==> config.mk <==
export PLATFORM = sky130hd
export DESIGN_NAME = sext_imm_pipe
export DESIGN_NICKNAME = d
export VERILOG_FILES = /design/src/rtl/sext_imm_pipe.sv
export SDC_FILE = /design/constraint.sdc
export NUM_CORES = 1
export LEC_CHECK = 0
export ABC_AREA = 1
export CORE_AREA = 2 2 103 105
export CTS_BUF_LIST = sky130_fd_sc_hd__clkbuf_8
export CTS_CLUSTER_SIZE = 30
export DETAILED_ROUTE_END_ITERATION = 7
export DIE_AREA = 0 0 105 107
export PLACE_DENSITY = 0.57
export SYNTH_ARGS = -nofsm -noshare
export SYNTH_HDL_FRONTEND = slang
export SYNTH_SLANG_ARGS = --single-unit
export TNS_END_PERCENT = 50
==> constraint.sdc <==
create_clock -name clk -period 6 [get_ports clk]
set_input_delay 0.9 -clock clk [delete_from_list [all_inputs] [get_ports clk]]
set_output_delay 0.9 -clock clk [all_outputs]
set_load 0.05 [all_outputs]
==> src/rtl/sext_imm_pipe.sv <==
// Immediate generator for the ID stage: decodes inst[31:7] by format and buffers the
// result behind a registered-ready 2-entry skid buffer. Optional SEXT_IMM_PC_TARGET_EN adds pc+imm.
module sext_imm_pipe #(
  parameter int XLEN  = 32,
  parameter int TAG_W = 5
) (
  input  logic             clk,
  input  logic             rst,
  input  logic             flush,
  input  logic             in_valid,
  output logic             in_ready,
  input  logic [24:0]      din,
  input  logic [2:0]       op,
  input  logic [TAG_W-1:0] in_tag,
  output logic             out_valid,
  input  logic             out_ready,
  output logic [XLEN-1:0]  out_imm,
`ifdef SEXT_IMM_PC_TARGET_EN
  input  logic [XLEN-1:0]  pc,
  output logic [XLEN-1:0]  out_target,
`endif
  output logic [TAG_W-1:0] out_tag
);

  typedef enum logic [1:0] {EMPTY, ONE, TWO} occ_t;

  function automatic logic signed [XLEN-1:0] gen_imm(input logic [24:0] d, input logic [2:0] o);
    logic signed [XLEN-1:0] r;
    case (o)
      3'd0:    r = XLEN'($signed(d[24:13]));
      3'd1:    r = XLEN'($signed({d[24], d[0], d[23:18], d[4:1], 1'b0}));
      3'd2:    r = XLEN'($signed({d[24], d[12:5], d[13], d[23:14], 1'b0}));
      3'd3:    r = XLEN'($signed({d[24:18], d[4:0]}));
      3'd4:    r = XLEN'($signed({d[24:5], 12'b0}));
      3'd5:    r = XLEN'(d[12:8]);
      3'd6:    r = (XLEN == 64) ? XLEN'(d[18:13]) : XLEN'(d[17:13]);
      default: r = '0;
    endcase
    return r;
  endfunction

  occ_t                   st, st_nx;
  logic                   rdy_q;
  logic                   acc, drn;
  logic                   load_main, load_skid, skid_to_main;
  logic signed [XLEN-1:0] imm_p0;
  logic signed [XLEN-1:0] imm_p1, skid_imm_p1;
  logic [TAG_W-1:0]       tag_p1, skid_tag_p1;
  logic                   vld_p1;

  // ---- stage p0: decode at the input boundary
  assign imm_p0 = gen_imm(din, op);

  assign acc       = in_valid & rdy_q;
  assign vld_p1    = (st != EMPTY);
  assign drn       = vld_p1 & out_ready;
  assign in_ready  = rdy_q;
  assign out_valid = vld_p1;
  assign out_imm   = imm_p1;
  assign out_tag   = tag_p1;

  always_comb begin
    st_nx        = st;
    load_main    = 1'b0;
    load_skid    = 1'b0;
    skid_to_main = 1'b0;
    case (st)
      EMPTY: if (acc) begin st_nx = ONE; load_main = 1'b1; end
      ONE: begin
        if (acc && drn)      load_main = 1'b1;
        else if (acc)        begin st_nx = TWO; load_skid = 1'b1; end
        else if (drn)        st_nx = EMPTY;
      end
      TWO: if (drn) begin st_nx = ONE; skid_to_main = 1'b1; end
      default: st_nx = EMPTY;
    endcase
    // A flushed cycle discards whatever was offered and leaves the data regs untouched
    if (flush) begin
      st_nx        = EMPTY;
      load_main    = 1'b0;
      load_skid    = 1'b0;
      skid_to_main = 1'b0;
    end
  end

  always_ff @(posedge clk) begin
    if (rst) begin
      st    <= EMPTY;
      rdy_q <= 1'b0;
    end else begin
      st    <= st_nx;
      rdy_q <= (st_nx != TWO);
    end
  end

  // ---- stage p1: main register drives the outputs, skid catches the overflow word
  always_ff @(posedge clk) begin
    if (rst) begin
      imm_p1 <= '0;
      tag_p1 <= '0;
    end else if (load_main) begin
      imm_p1 <= imm_p0;
      tag_p1 <= in_tag;
    end else if (skid_to_main) begin
      imm_p1 <= skid_imm_p1;
      tag_p1 <= skid_tag_p1;
    end
  end

  always_ff @(posedge clk) begin
    if (load_skid) begin
      skid_imm_p1 <= imm_p0;
      skid_tag_p1 <= in_tag;
    end
  end

`ifdef SEXT_IMM_PC_TARGET_EN
  logic [XLEN-1:0] tgt_p0, tgt_p1, skid_tgt_p1;

  assign tgt_p0     = pc + imm_p0;
  assign out_target = tgt_p1;

  always_ff @(posedge clk) begin
    if (rst)               tgt_p1 <= '0;
    else if (load_main)    tgt_p1 <= tgt_p0;
    else if (skid_to_main) tgt_p1 <= skid_tgt_p1;
  end

  always_ff @(posedge clk) begin
    if (load_skid) skid_tgt_p1 <= tgt_p0;
  end
`endif

endmodule

Yosys cells after proc, flatten, opt, wreduce, memory -nomap -nowiden
Cells that the tools add are included.

word-level totals
  bits in registers = 77
  latch bits = 0
  bits in writable memories = 0
  ROM bits = 0
  input bits = 38
  output and inout port bits = 39
  logic and storage cells = 44
  memories kept = 0

operators by class
  add/sub/neg operators = 0
  multipliers = 0
  div/mod/pow operators = 0
  $lt $le $gt $ge = 0
  equal/unequal tests = 9
  shift operators = 0
  muxes and demuxes = 22
  bitwise gates (word level) = 2
  reduce and logical (&&, ||, !) cells = 5

operator list
  operator                                        count
  one-hot mux 32 bit (7 select lines)             1
  2-to-1 mux 32 bit                               2
  2-to-1 mux 2 bit                                6
  2-to-1 mux 5 bit                                2
  == test 3 bit (second input constant)           3
  2-to-1 mux 1 bit                                9
  == test 3 x 2 -> 1 bit (second input constant)  2
  one-hot mux 2 bit (3 select lines)              1
  nonzero test 2 bit                              2
  == test 3 x 1 -> 1 bit (second input constant)  1
  zero test 3 bit                                 1
  AND 1 bit                                       2
  == test 2 x 1 -> 1 bit (second input constant)  1
  == test 2 bit (second input constant)           1
  zero test 2 bit                                 1
  inequality test 2 bit (second input constant)   1
  one-hot mux 1 bit (2 select lines)              1
  logical AND 1 bit                               1

Longest topological paths before layout
Gate-level depths: netlist of run 1.

  depth after elaboration = 8
  mapped depth = 9
  gate-level depth less buffers = 8

Least setup slack after synthesis of run 1
No wires, ideal clock.

  path kind = input port to flip-flop
  start point = input port flush
  end point = register skid_imm_p1[0] (enable)
  library setup time = 0.431 ns
  arrival = 2.806 ns
  data required time = 5.569 ns
  slack = 2.762 ns
  stages on the path = 5
  path buffers = 0
  cell sequence = inv_1 nand2_1 nor2_2 inv_1 nor2_1

between the ends
  longest elaborated chain between the ends = 1

ends and longest elaborated chain
  what                  line  text
  from (decl)           9     input logic flush,
  2-to-1 mux 1 bit      78    if (flush) begin
  named net load_skid   45    logic load_main, load_skid, skid_to_main;
  to (signal assigned)  112   skid_imm_p1 <= imm_p0;
  to (decl)             47    logic signed [XLEN-1:0] imm_p1, skid_imm_p1;

The timed path passes the listed nets, and every way through them passes these cells.
A chain may end at the register's enable or synchronous reset.

Worst setup path after layout of run 1
  start point = input port out_ready
  end point = register imm_p1[9] (netlist: out_imm[9])

between the ends
  longest elaborated chain between the ends = 6
  elaborated cells on any way between the ends = 10
  classes of those cells = mux (7); bitwise (1); reduce/logical (2)

ends and longest elaborated chain
  what                                                            line  text
  from (decl)                                                     16    input logic out_ready,
  AND 1 bit (*)                                                   56    assign drn = vld_p1 & out_ready;
  logical AND 1 bit                                               70    if (acc && drn) load_main = 1'b1;
  2-to-1 mux 1 bit                                                70
  one-hot mux 1 bit (2 select lines)                              67    case (st)
  2-to-1 mux 1 bit                                                78
  2-to-1 mux 32 bit / nonzero test 2 bit (equally long branches)  -
  to (signal assigned)                                            102   imm_p1 <= imm_p0;
  to (signal assigned)                                            105   imm_p1 <= skid_imm_p1;
  to (decl)                                                       47

Every way passes the cells marked *; elsewhere a longest branch is shown, timed or not.

==> metrics, run 1 <==
status completed; DR pass1 iterations 4; Synth top cells by count nand2_1 (155), nor2_1 (86), dfxtp_1 (40); GRT Residual Overflow 0; Clock Pin Slew Worst Setup and Hold Paths 0.08 ns; fin nets 540; hold_buf cts 0; Critical Path AT 3.32 ns; clock buffer depth 2; CTS Buf Count 9; mux contribution to synthesized area 0; first-pass GRT wire length between 10000 and 15000 microns; CP max-delay cell nand2_2; sequential share of the synthesized area 0.550; fin crit share 0.515; final WL 8600 microns; final setup TNS 0 ns; initial antenna violation count 0; Synth Flop Type dfxtp_1; Die Y 107 microns; cell taking the most area after synthesis edfxtp_1; Post-synth EDFFs 37; ranking of synthesized cells by area edfxtp_1 (32%), dfxtp_1 (23%), nand2_1 (17%); crit-path max cell delay 0.82 ns; Synthesis Warnings 0; die area 0.0112 sq mm; routability congestion estimate ~0.75; Post-Synth Adder-Cell Area 0; num rows 37; WL/cell 13.4 microns; Netlist Area Pre-Place roughly 0.0035 sq mm; synthesis-to-finish area growth 28.9%; Slew Limit Fails 0; Finished Layout Cells 643; final setup vio count 0; Placed Area approximately 0.0043 sq mm; Crit Path Max Fanout between 50 and 60; Antenna Nets Post-Route 0; # IOs 77; via count 2956; P per Cell Area 257 mW/mm^2; cell area after layout 0.00448 sq mm; most frequent cell after synthesis nand2_1; Hold Vio Cnt, Final 0; CTS resizes 0; FMAX 324 MHz; Synth Area in Compound Gates 0.0389; max-cap violation count 0; top-area cell type share of the netlist area 0.320; I/O Buffers 76; Simple-Gate Fraction of Synth Area 0.348; DPL Wire Length 5520 microns; unrepaired setup endpoints after global routing false; synthesized instance count 433; 1st-iter DRT viols 153; most used cell, CP nor2_1; Setup Fix Bufs, Post-CTS 0; hold_ws 0.495 ns; hold depth 2; M2 GR Usage 0.250; later-pin clock latency in the skew report ~0.35 ns; drt drc 0; Worst Reg-to-Reg Cells 6; Crit. End Element flop; LEAKAGE 1.87 nW; Total Power 0.00115 W; met3 global-route usage 0.0274; Crit Path Class input pin to flop; H-tree levels 3; min Tclk post-route 3.09 ns; Mean Syn Cell Area 8.03 sq um; CTS sink count 77; WP data required 6.23 ns; layout cells sized above 1 0.0592; maximum vdd drop between 0.00009 and 0.0001 V; largest family of logic cells by synthesized area simple AND/OR/NAND/NOR gates; vias in the first global route between 2000 and 3000; Initial Util 0.344; Synth cell types 22; Hold Crit Class flop to flop; CTS tree yes; clock skew 0.00684 ns; core area 0.0101 sq mm; largest net degree at the start of global routing 58; DIE WIDTH 105 microns; gr usage total 0.154; asr flop ratio synth 0; busiest grt layer met2; cells along the critical path clkdlybuf4s50_1 -> o21ai_1 -> nand2_1 -> nand2_2 -> inv_1 -> nor2_1 -> nor2_1; post-synth net total 471; M1 GR Usage 0.204; placed cell count 627; Via-to-Cell Ratio 4.60; Ant. Diodes 0; Startpoint Class input pin; XOR/XNOR Fraction of Synth Area 0; CTS root buffer clkbuf_8; Slew @ Worst Pin 1.14 ns; Yosys reg bits between 70 and 80; slew margin rel. 0.240
## report_power, final
group / internal [W] / total [W] / leakage [nW] / switching, W
clock network: 0.000207 / 0.000408 / 0.103 / 0.000201
logic: 0.0000650 / 0.000173 / 1.10 / 0.000108
registers: 0.000565 / 0.000573 / 0.667 / 0.00000799
total: 0.000837 / 0.00115 / 1.87 / 0.000317
## flip-flops by register name (all words and copies together), names as in the netlist
register,count
in_ready,1
out_imm,32
out_tag,5
skid_imm_p1,32
skid_tag_p1,5
st,2
## final timing paths
check / from / end / slack, ns
setup / recovery: out_ready / out_imm[9]$_SDFFE_PP0P_ / 2.91
hold / removal: out_imm[5]$_SDFFE_PP0P_ / out_imm[5]$_SDFFE_PP0P_ / 0.50
setup reg to reg: st[0]$_SDFF_PP0_ / out_imm[9]$_SDFFE_PP0P_ / 3.54
hold reg to reg: out_imm[5]$_SDFFE_PP0P_ / out_imm[5]$_SDFFE_PP0P_ / 0.50
## worst max-delay path, delay by kind of cell
kind                   cells  cell delay (ns)
AND/OR/NAND/NOR            4             1.27
AO/OA/AOI/OAI              1             0.11
buffers and inverters      2             1.05
## per-layer routing
| layer | vias up | routed length [microns] |
|---|---|---|
| met4 | 0 | 127 |
| met3 | 12 | 434 |
| met1 | 1340 | 4010 |
| met2 | 80 | 4030 |
| met5 | - | 0 |
| li1 | 1524 | - |
## layout make-up
cell class	count	area, sq um
well taps	136	170
repair buffers	77	768
multi-input cells	318	1350
clock buffers	10	138
clock inverters	6	70.1
inverters	19	71.3
flip-flops and latches	77	1910
fillers	1034	5610
## cells in the final DEF, fill, tap and decap left out, types with 4 or more instances in the layout
master	instances
dfxtp_1	40
nor2_1	85
nand3_2	4
nand3_1	34
edfxtp_1	37
clkbuf_8	10
inv_1	19
clkdlybuf4s50_1	76
o21ai_0	23
nand2_1	155
## per-stage QoR
stage          worst slack, ns   util
2_1_floorplan             2.76      -
6_report                  2.91  0.444
3_3_place_gp              2.60  0.424
4_1_cts                   2.90  0.444
3_5_place_dp              2.53  0.424
5_1_grt                   2.66  0.444
## logic make-up after synthesis
kind of cell	Yosys count
compound gates	27
buf+inv	38
flops	77
simple gates	291
(Power assumes the default switching activity.)
==> run 2, diff against run 1 <==
--- a/config.mk
+++ b/config.mk
@@ -11,7 +11,7 @@
 export CTS_CLUSTER_SIZE = 30
 export DETAILED_ROUTE_END_ITERATION = 7
 export DIE_AREA = 0 0 105 107
-export PLACE_DENSITY = 0.57
+export PLACE_DENSITY = 0.59
 export SYNTH_ARGS = -nofsm -noshare
 export SYNTH_HDL_FRONTEND = slang
 export SYNTH_SLANG_ARGS = --single-unit
==> constraint.sdc (replaced) <==
create_clock -name clk -period 2.5 [get_ports clk]
set_input_delay 0.375 -clock clk [delete_from_list [all_inputs] [get_ports clk]]
set_output_delay 0.375 -clock clk [all_outputs]
set_load 0.05 [all_outputs]
==> run 2 against run 1 <==
  * Setup slack worse by 2.5 ns
  * Die area unchanged
  * Global-route usage about the same
  * Sequential power up 140%
  * Critical path depth down 4
  * Sequential cell count unchanged
  * Total power rose to 2.6 times the previous value
  * Combinational power up 140%
  * Via count down 0.41%
  * First-iteration DRC count down 18%
  * Clock skew up 0.0035 ns
==> metrics, run 2 (synthesized netlist as in run 1, its figures left out) <==
worst reg2reg startpoint st[1]$_SDFF_PP0_ (was st[0]$_SDFF_PP0_); drt drc 0 (unchanged); setup slack, reg-to-reg 0.77 ns (was 3.54 ns); largest net degree at the start of global routing 38 (was 58); fin crit share 0.844; status completed (unchanged); DIE WIDTH 105 microns (unchanged); Hold Crit Class flop to flop (unchanged); commonest cells after routing, fill and taps aside nand2_1 (155), nor2_1 (85), clkdlybuf4s50_1 (76) (unchanged); final setup vio count 0 (unchanged); maximum vdd drop 0.000365 V (was 0.0000930 V); synthesis-to-finish area growth 32.2% (was 28.9%); net switching power figure 0.000717 W (was 0.000317 W); worst r2r dst out_imm[10]$_SDFFE_PP0P_ (was out_imm[9]$_SDFFE_PP0P_); CP max-delay cell clkdlybuf4s50_1 (was nand2_2); final WL 8450 microns (was 8600 microns); I/O Buffers 76 (unchanged); Slew @ Worst Pin 1.08 ns (was 1.14 ns); initial antenna violation count 0 (unchanged); Finished Core Util 0.455 (was 0.444); # IOs 77 (unchanged); die area 0.0112 sq mm (unchanged); Setup Fix Bufs, Post-CTS 0 (unchanged); max-cap violation count 0 (unchanged); Die Y 107 microns (unchanged); fin nets 546 (was 540); Slew Limit Fails 0 (unchanged); unrepaired setup endpoints after global routing false (unchanged); Crit Path Max Fanout 5 (was 57); core area 0.0101 sq mm (unchanged); Finished Layout Cells 649 (was 643); WP data required 2.12 ns (was 6.23 ns); Startpoint Class flop (was input pin); crit-path max cell delay 0.79 ns (was 0.82 ns); first-pass GRT wire length 13600 microns (about the same); DPL Wire Length 5710 microns (was 5520 microns); Placed Area 0.00434 sq mm (was 0.00427 sq mm); Worst Reg-to-Reg Cells 6 (unchanged); GRT Residual Overflow 0 (unchanged); via count 2944 (was 2956); WL/cell 13.0 microns (was 13.4 microns); internal power 0.00223 W (was 0.000837 W); sequential power share 0.467 (was 0.497); later-pin clock latency in the skew report 0.35 ns (about the same); Critical Path AT 1.73 ns (was 3.32 ns); placed cell count 633 (was 627); Ant. Diodes 0 (unchanged); LEAKAGE 1.93 nW (was 1.87 nW); hold_buf cts 0 (unchanged); Worst path top cell family by delay buffers and inverters (was simple AND/OR/NAND/NOR gates); CTS tree yes (unchanged); Clock Pin Slew Worst Setup and Hold Paths 0.08 ns (about the same); final setup TNS 0 ns (unchanged); layout cells sized above 1 0.0682 (was 0.0592); 1st-iter DRT viols 125 (was 153); gr usage total 0.155 (was 0.154); Worst Path Buf+Inv 2 (unchanged); Crit. End Element output pin (was flop); cells along the critical path nor2_1 -> inv_1 -> clkdlybuf4s50_1 (was clkdlybuf4s50_1 -> o21ai_1 -> nand2_1 -> nand2_2 -> inv_1 -> nor2_1 -> nor2_1); switching portion of total power 0.243 (was 0.275); FMAX approximately 470 MHz; Hold Path Sink out_imm[5]$_SDFFE_PP0P_ (unchanged); Via-to-Cell Ratio 4.54 (was 4.60); min Tclk post-route 2.11 ns; combinational cell fraction of total power 0.142 (was 0.150); clock buffer depth 2 (unchanged); hold depth 2 (unchanged); slew margin rel. 0.276 (was 0.240); routability congestion estimate 0.825 (was 0.751); clock skew 0.0104 ns (was 0.00684 ns); Crit Path Class flop to output pin (was input pin to flop); power share of the clock group 0.392 (was 0.353); CTS root buffer clkbuf_8 (unchanged); Hold Vio Cnt, Final 0 (unchanged); num rows 37 (unchanged); CTS Buf Count 9 (unchanged); H-tree levels 3 (unchanged); CTS resizes 0 (unchanged); DR pass1 iterations 4 (unchanged); P per Cell Area 641 mW/mm^2 (was 257 mW/mm^2); Hold Crit Start out_imm[5]$_SDFFE_PP0P_ (unchanged); most common cell after layout, fill and taps aside nand2_1 (unchanged); Antenna Nets Post-Route 0 (unchanged); cell area after layout 0.00459 sq mm (was 0.00448 sq mm); CTS sink count 77 (unchanged); vias in the first global route 2776 (was 2802); Initial Util 0.344 (unchanged)
[run 2: routing by layer]
layer | track usage | up-vias | wire length [microns] | part of all wire
li1 | - | 1532 | - | -
met1 | 0.189 | 1320 | 3700 | 0.44
met2 | 0.269 | 84 | 4190 | 0.50
met3 | 0.0462 | 8 | 490 | 0.058
met4 | 0.0362 | 0 | 82 | 0.0097
met5 | 0 | - | 0 | 0
[run 2: through the flow]
step | hold slack, ns | setup WS [ns] | total power (W)
detailed placement | 0.488 | 0.230 | 0.00182
global placement | 0.491 | 0.238 | 0.00182
floorplan | 0.444 | 0.0861 | 0.00166
finish | 0.493 | 0.391 | 0.00295
CTS | 0.504 | 0.366 | 0.00298
global route | 0.526 | 0.310 | 0.00306
[run 2: power by group through the flow]
stage	clock (W)	sequential, W	combinational [W]
floorplan	0	0.00151	0.000153
global placement	0	0.00140	0.000418
detailed placement	0	0.00140	0.000420
CTS	0.00118	0.00138	0.000421
global route	0.00123	0.00138	0.000455
finish	0.00115	0.00137	0.000418
[run 2: worst reg2reg max path: stages (launching register included)]
cell     delay [ns]
dfxtp_1        0.44
o21ai_1        0.10
nand2_1        0.18
nand2_2        0.24
inv_1          0.49
nor2_1         0.11
nor2_1         0.12
[run 2: worst max-delay path by stage]
stage               depth (start not counted)  slack, ns                 from                  endpoint
floorplan                                   4       0.09  in_ready$_SDFF_PP0_  skid_imm_p1[0]$_DFFE_PP_
global placement                            8       0.24                flush  out_imm[31]$_SDFFE_PP0P_
detailed placement                          7       0.23            out_ready  out_imm[10]$_SDFFE_PP0P_
CTS                                         3       0.37     st[1]$_SDFF_PP0_                 out_valid
global route                                3       0.31     st[1]$_SDFF_PP0_                 out_valid
finish                                      3       0.39     st[0]$_SDFF_PP0_                 out_valid
[run 2: cell type report]
class | instances | area (sq um)
inverters | 19 | 71.3
clock inverters | 5 | 98.8
flip-flops and latches | 77 | 1910
repair buffers | 83 | 838
well taps | 136 | 170
clock buffers | 11 | 151
multi-input cells | 318 | 1350
fillers | 1051 | 5500
